===== src/rtl/hazard_pkg.sv =====
// Shared opcode/funct3 constants, FSM state encoding and decode helpers
// for the hazard and control-flow unit.
package hazard_pkg;

  localparam logic [6:0] OPC_BRANCH = 7'b1100011;
  localparam logic [6:0] OPC_JAL    = 7'b1101111;
  localparam logic [6:0] OPC_JALR   = 7'b1100111;
  localparam logic [6:0] OPC_LOAD   = 7'b0000011;
  localparam logic [6:0] OPC_STORE  = 7'b0100011;
  localparam logic [6:0] OPC_OP     = 7'b0110011;
  localparam logic [6:0] OPC_OP_IMM = 7'b0010011;
  localparam logic [6:0] OPC_LUI    = 7'b0110111;
  localparam logic [6:0] OPC_AUIPC  = 7'b0010111;

  localparam logic [2:0] F3_BEQ  = 3'b000;
  localparam logic [2:0] F3_BNE  = 3'b001;
  localparam logic [2:0] F3_BLT  = 3'b100;
  localparam logic [2:0] F3_BGE  = 3'b101;
  localparam logic [2:0] F3_BLTU = 3'b110;
  localparam logic [2:0] F3_BGEU = 3'b111;

  // Stall counter holds up to LOAD_LAT-1 = 14.
  localparam int CNT_W = 4;

  typedef enum logic [1:0] {
    ST_IDLE   = 2'd0,
    ST_STALL  = 2'd1,
    ST_SHADOW = 2'd2
  } hz_state_e;

  typedef struct packed {
    logic [6:0] opcode;
    logic [2:0] funct3;
    logic [4:0] rs1;
    logic [4:0] rs2;
  } id_fields_t;

  function automatic id_fields_t decode_fields(input logic [31:0] instr);
    id_fields_t f;
    f.opcode = instr[6:0];
    f.funct3 = instr[14:12];
    f.rs1    = instr[19:15];
    f.rs2    = instr[24:20];
    return f;
  endfunction

  function automatic logic uses_rs1(input logic [6:0] opc);
    return !((opc == OPC_LUI) || (opc == OPC_AUIPC) || (opc == OPC_JAL));
  endfunction

  function automatic logic uses_rs2(input logic [6:0] opc);
    return (opc == OPC_BRANCH) || (opc == OPC_STORE) || (opc == OPC_OP);
  endfunction

endpackage


===== src/rtl/branch_cmp.sv =====
// Combinational RV32I branch condition evaluator (BEQ..BGEU); reserved
// funct3 codes 010/011 resolve as not taken.
module branch_cmp #(
  parameter int XLEN = 32
) (
  input  logic [2:0]      funct3,
  input  logic [XLEN-1:0] rs1,
  input  logic [XLEN-1:0] rs2,
  output logic            taken
);
  import hazard_pkg::*;

  logic eq;
  logic lt_s;
  logic lt_u;

  assign eq   = (rs1 == rs2);
  assign lt_s = ($signed(rs1) < $signed(rs2));
  assign lt_u = (rs1 < rs2);

  // NOTE: every always_comb output gets a default first so no path can infer a latch.
  always_comb begin
    taken = 1'b0;
    case (funct3)
      F3_BEQ:  taken = eq;
      F3_BNE:  taken = !eq;
      F3_BLT:  taken = lt_s;
      F3_BGE:  taken = !lt_s;
      F3_BLTU: taken = lt_u;
      F3_BGEU: taken = !lt_u;
      default: taken = 1'b0;
    endcase
  end

endmodule


===== src/rtl/hazard_ctrl_unit.sv =====
// Load-use stall sequencer and branch/jump redirect control beside ID.
// Optional saturating perf counters are enabled by HAZARD_PERF_CNT_EN.
module hazard_ctrl_unit #(
  parameter int XLEN     = 32,
  parameter int RADDR_W  = 5,
  parameter int LOAD_LAT = 1
) (
  input  logic               clk,
  input  logic               rst,
  input  logic               id_valid,
  input  logic [31:0]        id_instr,
  input  logic [XLEN-1:0]    id_rs1_data,
  input  logic [XLEN-1:0]    id_rs2_data,
  input  logic               ex_mem_read,
  input  logic [RADDR_W-1:0] ex_rd_addr,
  output logic               pc_mux_sel,
  output logic               pc_stop,
  output logic               if_flush,
  output logic               ctrl_mux_sel,
  output logic [31:0]        perf_stall_cnt,
  output logic [31:0]        perf_flush_cnt
);
  import hazard_pkg::*;

  hz_state_e        state_q, state_d;
  logic [CNT_W-1:0] cnt_q, cnt_d;

  id_fields_t         fld;
  logic [RADDR_W-1:0] rs1_addr;
  logic [RADDR_W-1:0] rs2_addr;
  logic               br_taken;
  logic               hz;
  logic               tk;
  logic               unused_instr_bits;

  assign fld      = decode_fields(id_instr);
  assign rs1_addr = RADDR_W'(fld.rs1);
  assign rs2_addr = RADDR_W'(fld.rs2);
  assign unused_instr_bits = ^{id_instr[31:25], id_instr[11:7]};

  branch_cmp #(.XLEN(XLEN)) u_branch_cmp (
    .funct3 (fld.funct3),
    .rs1    (id_rs1_data),
    .rs2    (id_rs2_data),
    .taken  (br_taken)
  );

  assign hz = ex_mem_read && (ex_rd_addr != '0) &&
              ((uses_rs1(fld.opcode) && (ex_rd_addr == rs1_addr)) ||
               (uses_rs2(fld.opcode) && (ex_rd_addr == rs2_addr)));

  assign tk = (fld.opcode == OPC_JAL) || (fld.opcode == OPC_JALR) ||
              ((fld.opcode == OPC_BRANCH) && br_taken);

  always_comb begin
    state_d      = state_q;
    cnt_d        = cnt_q;
    pc_mux_sel   = 1'b0;
    pc_stop      = 1'b0;
    if_flush     = 1'b0;
    ctrl_mux_sel = 1'b0;
    case (state_q)
      ST_IDLE: begin
        if (id_valid) begin
          // A branch behind a pending load is held until its operands are final.
          if (hz) begin
            pc_stop      = 1'b1;
            ctrl_mux_sel = 1'b1;
            if (LOAD_LAT > 1) begin
              state_d = ST_STALL;
              cnt_d   = CNT_W'(LOAD_LAT - 1);
            end
          end else if (tk) begin
            pc_mux_sel   = 1'b1;
            if_flush     = 1'b1;
            ctrl_mux_sel = 1'b1;
            state_d      = ST_SHADOW;
          end
        end
      end
      ST_STALL: begin
        pc_stop      = 1'b1;
        ctrl_mux_sel = 1'b1;
        cnt_d        = cnt_q - CNT_W'(1);
        if (cnt_q <= CNT_W'(1)) state_d = ST_IDLE;
      end
      ST_SHADOW: state_d = ST_IDLE;
      default:   state_d = ST_IDLE;
    endcase
    if (rst) begin
      pc_mux_sel   = 1'b0;
      pc_stop      = 1'b0;
      if_flush     = 1'b0;
      ctrl_mux_sel = 1'b0;
    end
  end

  // NOTE: state flops use non-blocking assignments so every flop samples pre-edge values.
  always_ff @(posedge clk) begin
    if (rst) begin
      state_q <= ST_IDLE;
      cnt_q   <= '0;
    end else begin
      state_q <= state_d;
      cnt_q   <= cnt_d;
    end
  end

`ifdef HAZARD_PERF_CNT_EN
  logic [31:0] stall_cnt_q, stall_cnt_d;
  logic [31:0] flush_cnt_q, flush_cnt_d;

  always_comb begin
    stall_cnt_d = stall_cnt_q;
    flush_cnt_d = flush_cnt_q;
    if (pc_stop && (stall_cnt_q != '1))  stall_cnt_d = stall_cnt_q + 32'd1;
    if (if_flush && (flush_cnt_q != '1)) flush_cnt_d = flush_cnt_q + 32'd1;
  end

  // NOTE: counters are explicitly reset because software reads them directly after boot.
  always_ff @(posedge clk) begin
    if (rst) begin
      stall_cnt_q <= '0;
      flush_cnt_q <= '0;
    end else begin
      stall_cnt_q <= stall_cnt_d;
      flush_cnt_q <= flush_cnt_d;
    end
  end

  assign perf_stall_cnt = stall_cnt_q;
  assign perf_flush_cnt = flush_cnt_q;
`else
  assign perf_stall_cnt = '0;
  assign perf_flush_cnt = '0;
`endif

endmodule


===== config.mk =====
export PLATFORM = sky130hd
export DESIGN_NAME = hazard_ctrl_unit
export DESIGN_NICKNAME = d
export VERILOG_FILES = /design/src/rtl/hazard_pkg.sv /design/src/rtl/branch_cmp.sv /design/src/rtl/hazard_ctrl_unit.sv
export SDC_FILE = /design/constraint.sdc
export NUM_CORES = 1
export LEC_CHECK = 0
export CORE_AREA = 2 2 68 70
export CTS_CLUSTER_SIZE = 14
export DETAILED_ROUTE_END_ITERATION = 8
export DIE_AREA = 0 0 70 72
export DONT_BUFFER_PORTS = 1
export HOLD_SLACK_MARGIN = 0.12
export SYNTH_ARGS = -nofsm -noshare
export SYNTH_HDL_FRONTEND = slang
export SYNTH_HIERARCHICAL = 1
export SYNTH_SLANG_ARGS = --single-unit
export TNS_END_PERCENT = 30

===== constraint.sdc =====
create_clock -name clk -period 8.5 [get_ports clk]
set_input_delay 2.55 -clock clk [delete_from_list [all_inputs] [get_ports clk]]
set_output_delay 2.55 -clock clk [all_outputs]
set_load 0.01 [all_outputs]

==> impl_metrics.csv <==
group,metric,value,unit
route,drc,0,
final_layout,seq_area,20.0,sq um
sta,tns,0,ns
route,drt_iter0_drc,7,
pwr,ir_drop,27.1,uV
final_layout,largest_register_ffs,1,
final_layout,drive_above_1_share,5.02,%
route,drtPass1Iterations,3,
run_status,outcome,"complete, no violations",
clock_network,post-cts-setup-buffers,0,
worst_setup_path,reg2reg_depth,3,
grt,overflow,0,
place,dp_hpwl,3.00,mm
die,start_util,38.1,%
synthesis,seq_area_frac_synth,1.23,%
synthesis,syn_inst,221,
final_layout,n_fill_cell,487,
worst_hold_path,hold_path_depth,3,
sta,min_period,8.06,ns
die,die_w,70,um
worst_hold_path,hp-start,"state_q[1]",
worst_hold_path,hp-class,"flop to flop",
pwr,p_total,0.0618,mW
worst_hold_path,hold_path_end,"state_q[1]",
sta,drv_slew,0,
grt,grt_pass1_wl,4.47,mm
sta,fmax,0.124,GHz
flow_run,max_cap_violations,0,
die,fp.dieArea,5040,sq um
synthesis,syn_avg_cell_area,7.35,sq um
pwr,power_leakage,0.811,nW
synthesis,synth.distinct_cells,35,
route,post_drt_wl_per_cell,11.2,um
place,place.gp.congestion,0.751,
clock_network,cts_resized,0,
synthesis,synth_top_area_share,30.0,%
final_layout,regMostFlops,"state_q",
synthesis,syn_area,1620,sq um
grt,grt_pass1_vias,1126,
final_layout,multiInputGateArea,1220,sq um
clock_network,clock_latency,0,ns
final_layout,mostFrequentLayoutCells,"conb_1 (64), inv_1 (34), ha_1 (32)",
synthesis,yosysTopAreaCell,"buf_4",
sta,rsz0062_at_grt,"no",
clock_network,clk_pin_slew,0,ns
worst_setup_path,critical_path.max_fanout,3,
sta,final-setup-viol-count,0,
final_layout,syn2layout_area_growth,-11.5,%
sta,finClkSkew,0,ns
final_layout,n_antenna_cell,0,
route,vias,1222,
synthesis,ys_top_cells_by_area,"buf_4 (30%), ha_1 (25%), inv_1 (7.9%), xnor2_1 (5.9%), a21oi_1 (4.3%)",
synthesis,yosys_warnings,6,
route,viasPerCell,4.51,
clock_network,hold_buffers,0,
route,ant_nets,0,
die,num_io_pins,173,
route,drt-total-wl,3.05,mm
final_layout,fin_nets,358,
grt,grt_max_degree,5,
worst_setup_path,worst-setup-path-type,"primary input to primary output",
worst_setup_path,critPathLaunchType,"primary input",
final_layout,final_common_cell,"conb_1",
pwr,power_density,43.0,nW/um^2
place,port_buffers,0,
die,die_h,72,um
die,placementRows,24,
synthesis,ys_seq_elements,1,
sta,report.final.hold_viol_count,0,
worst_setup_path,reg2reg_from,"state_q[1]",
die,core-area,4260,sq um
worst_setup_path,r2r_setup_slack,7.13,ns
worst_setup_path,cp-end-kind,"primary output",
worst_setup_path,cp_data_required_time,5.95,ns
grt,grt_usage,10.3,%
grt,antenna_found_initial,0,
worst_setup_path,timing.rr.end,"state_q[1]",
final_layout,top_regs,"state_q x1",
worst_setup_path,arrival,5.51,ns
sta,min_period_over_period,94.8,%
final cells by class:
type                            instances  share of cell area, %
Inverter                               34                   8.88
Multi-Input combinational cell        184                   85.2
Sequential cell                         1                   1.39
Tap cell                               52                   4.53
report_power, final:
group	internal (mW)	leakage [nW]	switching (mW)
clock network	0	0	0
logic	0.0225	0.803	0.0345
registers	0.00481	0.00806	0.00000669
worst max path at each step:
| stage | startpoint | endpoint | cells after the start |
|---|---|---|---|
| after floorplan | id_rs2_data[19] | pc_mux_sel | 12 |
| after global placement | id_rs2_data[19] | if_flush | 11 |
| after detailed placement | id_rs2_data[19] | if_flush | 11 |
| after CTS | id_rs2_data[19] | if_flush | 11 |
| after global routing | id_rs2_data[31] | if_flush | 11 |
| final | id_rs2_data[31] | if_flush | 11 |
kinds of logic (layout without fill, tap and decap cells):
group | after synthesis | after routing | synth area share, %
AO/OA/AOI/OAI | 30 | 30 | 12.9
XOR/XNOR | 12 | 12 | 6.47
adder cells (fa/ha/maj) | 32 | 32 | 24.7
buffers and inverters | 99 | 34 | 37.9
flip-flops | 1 | 1 | 1.23
other | 1 | 64 | 0.231
AND/OR/NAND/NOR | 46 | 46 | 16.6
cell usage after synthesis:
library cell and count:
nor3_1 3, nor2b_1 3, a31o_1 1, nand3_1 7, inv_1 34, o22ai_1 1, buf_4 65, and4_2 2
a221o_1 1, a221oi_2 2, a21oi_1 14, xor2_1 1, o21ai_0 2, dfxtp_1 1, nor2_1 3, o21ai_1 1
or4b_1 1, or4_1 2, ha_1 32, nand3b_1 2, o21ai_2 1, or4_4 1, or2_1 1, a21oi_2 2
conb_1 1, o211ai_1 1, o31ai_1 1, o311ai_0 1, a311o_2 1, nor3b_1 1, or4b_2 2, a21o_1 1
xnor2_1 11, nand2_1 11, nand4_1 7
metal layers:
metal | up-vias | global-route usage, % | share of wire [%]
met5 | - | 0 | 0
met1 | 518 | 9.78 | 32
met3 | 0 | 3.33 | 13
li1 | 619 | - | -
met2 | 85 | 22.5 | 55
met4 | 0 | 0 | 0
per-stage QoR:
stage / instances / worst slack (ns) / utilization (%) / area, sq um / hold slack (ns)
global route: 271 / 0.213 / 33.7 / 1440 / 0.665
floorplan: 284 / 0.620 / - / 1860 / 0.596
finish: 271 / 0.438 / 33.7 / 1440 / 0.625
CTS: 271 / 0.409 / 33.7 / 1440 / 0.628
detailed placement: 271 / 0.425 / 33.7 / 1440 / 0.623
global placement: 271 / 0.455 / 33.7 / 1440 / 0.628
critical path, stage by stage:
cell     delay [ns]
inv_1          0.02
ha_1           0.30
nand4_1        0.15
or4b_2         0.68
o22ai_1        0.17
or4_1          0.15
a31o_1         0.18
a21oi_1        0.08
or4b_2         0.60
nor3_1         0.22
nor2b_1        0.41
Power figures use the tool's default switching activity.
